## src/rtl/cheri_tsmap_ctrl.sv

```systemverilog
// cheri_tsmap_ctrl: revocation bitmap SRAM controller.
// Core lookups own the port, bus slave uses idle cycles.
module cheri_tsmap_ctrl #(
    parameter logic [31:0] TSMapBase = 32'h2002_f000,
    parameter int unsigned TSMapSize = 1024,
    parameter int unsigned RamAw     = $clog2(TSMapSize)
) (
    input  logic             clk_i,
    input  logic             rst_ni,
    input  logic             tsmap_cs_i,
    input  logic [15:0]      tsmap_addr_i,
    output logic [31:0]      tsmap_rdata_o,
    input  logic             bus_req_i,
    input  logic             bus_we_i,
    input  logic [3:0]       bus_be_i,
    input  logic [31:0]      bus_addr_i,
    input  logic [31:0]      bus_wdata_i,
    output logic             bus_gnt_o,
    output logic             bus_rvalid_o,
    output logic [31:0]      bus_rdata_o,
    output logic             bus_err_o,
    output logic             ram_req_o,
    output logic             ram_we_o,
    output logic [RamAw-1:0] ram_addr_o,
    output logic [31:0]      ram_wmask_o,
    output logic [31:0]      ram_wdata_o,
    input  logic [31:0]      ram_rdata_i,
    output logic             init_done_o
);

    typedef enum logic {
        INIT,
        RUN
    } state_e;

    localparam logic [31:0]      SpanBytes = 32'(4 * TSMapSize);
    localparam logic [RamAw-1:0] LastIdx   = RamAw'(TSMapSize - 1);

    state_e           state_q, state_d;
    logic [RamAw-1:0] cnt_q, cnt_d;
    logic             core_vld_q;
    logic             rsp_vld_q, rsp_rd_q, rsp_err_q;

    logic        run;
    logic        core_in, core_rd;
    logic [31:0] bus_off;
    logic        bus_in, bus_acc;
    logic        gnt;

    assign run     = (state_q == RUN);
    assign core_in = ({16'd0, tsmap_addr_i} < TSMapSize);
    assign core_rd = run & tsmap_cs_i & core_in;

    // Offset wraps below the base; the lower-bound test rejects that.
    assign bus_off = bus_addr_i - TSMapBase;
    assign bus_in  = (bus_addr_i >= TSMapBase) && (bus_off < SpanBytes);
    assign gnt     = bus_req_i & run & (~bus_in | ~tsmap_cs_i);
    assign bus_acc = gnt & bus_in;

    // State and sweep counter registers.
    always_ff @(posedge clk_i or negedge rst_ni) begin
        if (!rst_ni) begin
            state_q <= INIT;
            cnt_q   <= '0;
        end else begin
            state_q <= state_d;
            cnt_q   <= cnt_d;
        end
    end

    // Sweep every word once, then hand the port over to traffic.
    always_comb begin
        state_d = state_q;
        cnt_d   = cnt_q;
        unique case (state_q)
            INIT: begin
                cnt_d = cnt_q + 1'b1;
                if (cnt_q == LastIdx) begin
                    state_d = RUN;
                end
            end
            RUN: begin
                cnt_d = cnt_q;
            end
            default: begin
                state_d = INIT;
            end
        endcase
    end

    // SRAM port mux: sweep, then core lookup, then bus access.
    always_comb begin
        ram_req_o   = 1'b0;
        ram_we_o    = 1'b0;
        ram_addr_o  = '0;
        ram_wmask_o = '0;
        ram_wdata_o = '0;
        if (!run) begin
            ram_req_o   = 1'b1;
            ram_we_o    = 1'b1;
            ram_addr_o  = cnt_q;
            ram_wmask_o = '1;
        end else if (core_rd) begin
            ram_req_o  = 1'b1;
            ram_addr_o = tsmap_addr_i[RamAw-1:0];
        end else if (bus_acc) begin
            ram_req_o  = 1'b1;
            ram_we_o   = bus_we_i;
            ram_addr_o = bus_off[RamAw+1:2];
            if (bus_we_i) begin
                ram_wmask_o = {{8{bus_be_i[3]}}, {8{bus_be_i[2]}},
                               {8{bus_be_i[1]}}, {8{bus_be_i[0]}}};
                ram_wdata_o = bus_wdata_i;
            end
        end
    end

    // Response tracking for the cycle after each access or grant.
    always_ff @(posedge clk_i or negedge rst_ni) begin
        if (!rst_ni) begin
            core_vld_q <= 1'b0;
            rsp_vld_q  <= 1'b0;
            rsp_rd_q   <= 1'b0;
            rsp_err_q  <= 1'b0;
        end else begin
            core_vld_q <= core_rd;
            rsp_vld_q  <= gnt;
            rsp_rd_q   <= bus_acc & ~bus_we_i;
            rsp_err_q  <= gnt & ~bus_in;
        end
    end

    assign bus_gnt_o     = gnt;
    assign bus_rvalid_o  = rsp_vld_q;
    assign bus_err_o     = rsp_err_q;
    assign bus_rdata_o   = rsp_rd_q ? ram_rdata_i : 32'd0;
    assign tsmap_rdata_o = core_vld_q ? ram_rdata_i : 32'd0;
    assign init_done_o   = run;

endmodule

```

## config.mk

```make
export PLATFORM = sky130hd
export DESIGN_NAME = cheri_tsmap_ctrl
export DESIGN_NICKNAME = d
export VERILOG_FILES = /design/src/rtl/cheri_tsmap_ctrl.sv
export SDC_FILE = /design/constraint.sdc
export NUM_CORES = 1
export LEC_CHECK = 0
export BUFFER_PORTS_ARGS = -buffer_cell sky130_fd_sc_hd__buf_2
export CAP_MARGIN = 20
export CORE_AREA = 3 3 101 103
export DETAILED_ROUTE_END_ITERATION = 10
export DIE_AREA = 0 0 104 106
export HOLD_SLACK_MARGIN = 0.1
export SKIP_CTS_REPAIR_TIMING = 1
export SLEW_MARGIN = 30
export SYNTH_ARGS = -nofsm -noshare
export SYNTH_HDL_FRONTEND = slang
export SYNTH_SLANG_ARGS = --single-unit
```

## constraint.sdc

```tcl
create_clock -name clk_i -period 2.4 [get_ports clk_i]
set_input_delay 0.12 -clock clk_i [delete_from_list [all_inputs] [get_ports clk_i]]
set_output_delay 0.12 -clock clk_i [all_outputs]
set_load 0.05 [all_outputs]
```

After elaboration in Yosys (flattened, before gate mapping)
Index checks and enable logic that the tools add are counted.
{ "classes": {"magnitude_cmp": 3, "addsub": 2, "n_reduce_logical": 1, "bitwise_logic": 11, "mux": 22, "eq_ne": 1} }
{ "op_table": {"columns": ["cell", "n"], "rows": [
  ["two-way mux 32 bit", 10],
  ["two-way mux 10 bit", 4],
  [">= comparator 32 x 30 -> 1 bit (second input constant)", 1],
  ["< comparator 32 x 13 -> 1 bit (second input constant)", 1],
  ["subtractor 32 x 30 -> 32 bit (second input constant)", 1],
  ["< comparator 16 x 11 -> 1 bit (second input constant)", 1],
  ["adder 10 x 1 -> 10 bit (second input constant)", 1],
  ["== test 10 bit (second input constant)", 1],
  ["two-way mux 1 bit", 8],
  ["bitwise AND 1 bit", 7],
  ["NOT 1 bit", 3],
  ["logical AND 1 bit", 1],
  ["bitwise OR 1 bit", 1]
]} }
{ "totals": {"regBits": 15, "elab_cells": 46, "inputBits": 121} }

Depth between registers and ports, before layout
{ "depth": {"word_depth": 10, "depth_mapped": 8, "ltp_nobuf": 5} }

Worst setup path before layout
No wires, ideal clock.
{ "synth_timing": {"kind": "reg2out", "start": "register state_q (netlist: init_done_o)", "end": "output port ram_wmask_o[10]", "n_path_buf": 2, "stages_incl_launch_ff": 8, "t_arrival_ns": 3.900, "setup_slack_ns": -1.620, "required_ns": 2.280, "path_cell_list": "dfrtp_1 nand2_1 or3_1 mux2i_2 clkbuf_1 nand3_1 o31ai_1 buf_4"} }
{ "synth_between": {"elab_chain_cells": 6} }
{ "synth_lines": {"columns": ["item", "line_no", "source"], "rows": [
  ["start: declaration", "39", "state_e state_q, state_d;"],
  ["start signal: assignment", "66", "state_q <= state_d;"],
  ["bitwise AND 1 bit (2 in series)", "57", "assign gnt = bus_req_i & run & (~bus_in | ~tsmap_cs_i);"],
  ["bitwise AND 1 bit", "58", "assign bus_acc = gnt & bus_in;"],
  ["two-way mux 32 bit", "106", "end else if (bus_acc) begin"],
  ["two-way mux 32 bit", "103", "end else if (core_rd) begin"],
  ["two-way mux 32 bit (*)", "98", "if (!run) begin"],
  ["end: declaration", "25", "output logic [31:0] ram_wmask_o,"]
]} }
Mark *: on every way between the ends. The rest lies on a longest branch, timed or not.

Worst setup path after layout
{ "layout_timing": {"start": "input port bus_addr_i[26]", "end": "output port ram_wdata_o[16]"} }
{ "layout_between": {"elab_chain_cells": 10} }
{ "layout_lines": {"columns": ["item", "line_no", "source"], "rows": [
  ["start: declaration", "16", "input logic [31:0] bus_addr_i,"],
  ["subtractor 32 x 30 -> 32 bit", "55", "assign bus_off = bus_addr_i - TSMapBase;"],
  ["< comparator 32 x 13 -> 1 bit", "56", "assign bus_in = (bus_addr_i >= TSMapBase) && (bus_off < SpanBytes);"],
  ["logical AND 1 bit (*)", "56", null],
  ["NOT 1 bit", "57", null],
  ["bitwise OR 1 bit", "57", null],
  ["bitwise AND 1 bit", "57", null],
  ["bitwise AND 1 bit (*)", "58", null],
  ["two-way mux 32 bit (*)", "106", null],
  ["two-way mux 32 bit (*)", "103", null],
  ["two-way mux 32 bit (*)", "98", null],
  ["end: declaration", "26", "output logic [31:0] ram_wdata_o,"]
]} }
Marks and branches as above.

==> summary.txt <==
CTS
  – CTS tree: built
  – CTS max path bufs: 2
  – TritonCTS Buffers: 3
  – # clock sinks: 15
  – Clock root cell: clkbuf_8
  – Worst-path clk slew: 0.06 ns
  – H-Tree Depth: 1
  – Clk_lat worst skew: 0.26 ns

Synthesis
  – Synth Area in XOR/XNOR: 0.0349
  – Multiplexer share of the synthesized area: 0.0155
  – Post-Syn Nets: about 440
  – Compound-gate portion of the synthesized area: 0.152
  – Synth area leaders: and2_1, dfrtp_1, buf_4
  – Most common cell in the synthesized netlist: and2_1
  – Synthesized area: 2260 sq um
  – Simple-Gate Fraction of Synth Area: 0.471
  – Synth warn: 0
  – Largest family of logic cells by synthesized area: simple AND/OR/NAND/NOR gates
  – Synth Flop Type: dfrtp_1
  – Cells after Synth: 320
  – Top cell type's share of synthesized area: 0.183
  – Post-synth EDFFs: 0
  – Sequential element share of the synthesized area: 0.166
  – Synth Area in Adders: 0.00554
  – Area leader, netlist: and2_1
  – Post-synth cell types: 48
  – Synth top cells by count: and2_1, nand2_1, nor3_1
  – Post-synthesis async set-or-reset flop share: 1.00
  – Syn_area_per_cell: just over 7 sq um
  – Synth Register Bits: 15

Place
  – Port Buffers: between 200 and 300
  – Post-DP HPWL: 9560 um
  – Final RePlAce weighted congestion: 0.839

Detailed routing
  – DRT antenna net count: 0
  – Initial detailed-routing violation count: between 150 and 200
  – Wirelength per Cell: 16.6 um
  – Detailed-route via count: 3354
  – Final wirelength: 11800 um
  – DRC: 0
  – Drt pass-1 iters: 4
  – Avg Vias per Cell: 4.72

Min path
  – Hold Crit Class: primary input to flip-flop

Global routing
  – Total grt overflow: 0
  – Vias in the first global route: about 3200
  – Initial antenna violation count: 0
  – Pin count of the biggest net entering global routing: 34
  – GRT Util Overall: 0.186
  – First-pass GRT wire length: 16800 um

Die
  – Die width: ~100 um
  – Num rows: 35
  – DIE AREA: 11000 sq um
  – Starting Density: 0.243
  – Die height: 106 um
  – Core Region: 9280 sq um
  – IO Pins: 265

Critical path
  – Required time worst endpoint: 2.28 ns
  – WP data arrival: 2.25 ns
  – Critical path class: primary input to output port
  – Largest fanout on the critical path: 17
  – CP endpoint kind: output port
  – Startpoint class of the critical path: primary input

Final layout
  – Area growth from synthesis to layout: 108%
  – Area of the multi-input gates: 2040 sq um
  – Final core occ: 0.507
  – Register area: roughly 380 sq um
  – Share of cells above drive strength 1: 0.640
  – Nets: 704
  – Antenna cells: 0
  – Fillers: 893

Timing
  – Fin crit period: 2.37 ns
  – Slew margin rel.: 0.513
  – Tcrit/Tclk final: 0.988
  – Final count of hold timing violations: 0
  – Fin. max-slew vios: 0
  – RSZ-0062 raised after global routing: true
  – WHS: about 0.14 ns
  – Skew final: slightly above 0.008 ns
  – Maximum clock rate: 422 MHz
  – Final Setup Violations: 0
  – Worst-Margin Slew: 0.729 ns

Pwr
  – Worst VDD drop: around 0.00017 V
  – Power density over the cells: 152 nW/um^2
  – Leak Pwr: roughly 2.4 nW

Outcome
  – Status: completed

Job
  – Max Cap Viol: 0
==> layout make-up <==
type / instances / share of cell area
Timing Repair Buffer: 306 / 0.439
Inverter: 4 / 0.00319
Multi-Input combinational cell: 252 / 0.434
Clock inverter: 1 / 0.00106
Clock buffer: 3 / 0.00877
Sequential cell: 15 / 0.0800
Tap cell: 129 / 0.0343
==> metrics by stage <==
step / power, W / cells / setup TNS (ns) / setup slack [ns] / cell area [sq um]
floorplan: 0.000319 / 320 / -8.69 / -0.311 / 2650
global placement: 0.000472 / 696 / -3.18 / -0.196 / 4050
detailed placement: 0.000477 / 696 / -5.35 / -0.209 / 4050
CTS: 0.000689 / 700 / -5.58 / -0.210 / 4100
global route: 0.000756 / 710 / -1.47 / -0.0692 / 4710
finish: 0.000714 / 710 / 0 / 0.0281 / 4710
==> worst max-delay path: stages <==
cell and delay (ns):
buf_6 0.09, or4_4 0.54, a211oi_4 0.26, buf_6 0.14, mux2i_4 0.25, buf_6 0.15
o211ai_4 0.10, buf_12 0.18, nor3_2 0.21, buf_6 0.19
==> final timing paths <==
check,start,end,slack [ns],cells past startpoint
min in group asynchronous,rst_ni,cnt_q[4],0.29,2
hold reg to reg,cnt_q[2],cnt_q[2],0.50,1
max in group asynchronous,rst_ni,init_done_o,1.83,2
setup / recovery,bus_addr_i[26],ram_wdata_o[16],0.03,10
setup reg to reg,init_done_o,cnt_q[7],0.70,6
hold / removal,bus_req_i,bus_err_o,0.14,3
==> power by group <==
part	switching (W)	internal, W
combinational	0.000125	0.000125
sequential	0	0.000253
clock	0.0000947	0.000115
total	0.000220	0.000494
==> cell usage in the layout, fill, tap and decap left out, drive strengths merged, types with 2 or more instances in the layout <==
cell type,count
and2,67
dlygate4sd3,2
nor4,7
a22oi,7
nor2b,4
o211a,2
xnor2,6
or4,2
or3,2
xor2,3
a21oi,6
nor2,7
inv,3
o2bb2ai,2
buf,292
a211oi,2
o31ai,13
clkbuf,15
mux2i,2
nand4b,2
nor3,35
o21ai,3
and4,3
nand4,3
nand2,39
and3,3
nand3,18
clkinv,2
dfrtp,15
o2111ai,2
==> sequential cells by signal (all words and copies together), names as in the netlist <==
signal / flops
bus_err_o: 1
cnt_q: 10
core_vld_q: 1
init_done_o: 1
rsp_rd_q: 1
bus_rvalid_o: 1
==> routing by layer <==
| layer | global-route usage | routed length [um] | up-vias | part of all wire |
|---|---|---|---|---|
| li1 | - | - | 1620 | - |
| met1 | 0.210 | 4330 | 1537 | 0.37 |
| met2 | 0.351 | 6070 | 176 | 0.51 |
| met3 | 0.0546 | 1090 | 21 | 0.092 |
| met4 | 0.0313 | 327 | 0 | 0.028 |
| met5 | 0 | 0 | - | 0 |
==> logic make-up after synthesis <==
kind of cell	Yosys count
simple gates	195
flops	15
xor+xnor	9
compound gates	43
mux	3
fa+ha+maj	1
buf+inv	54
Power figures use the tool's default switching activity.
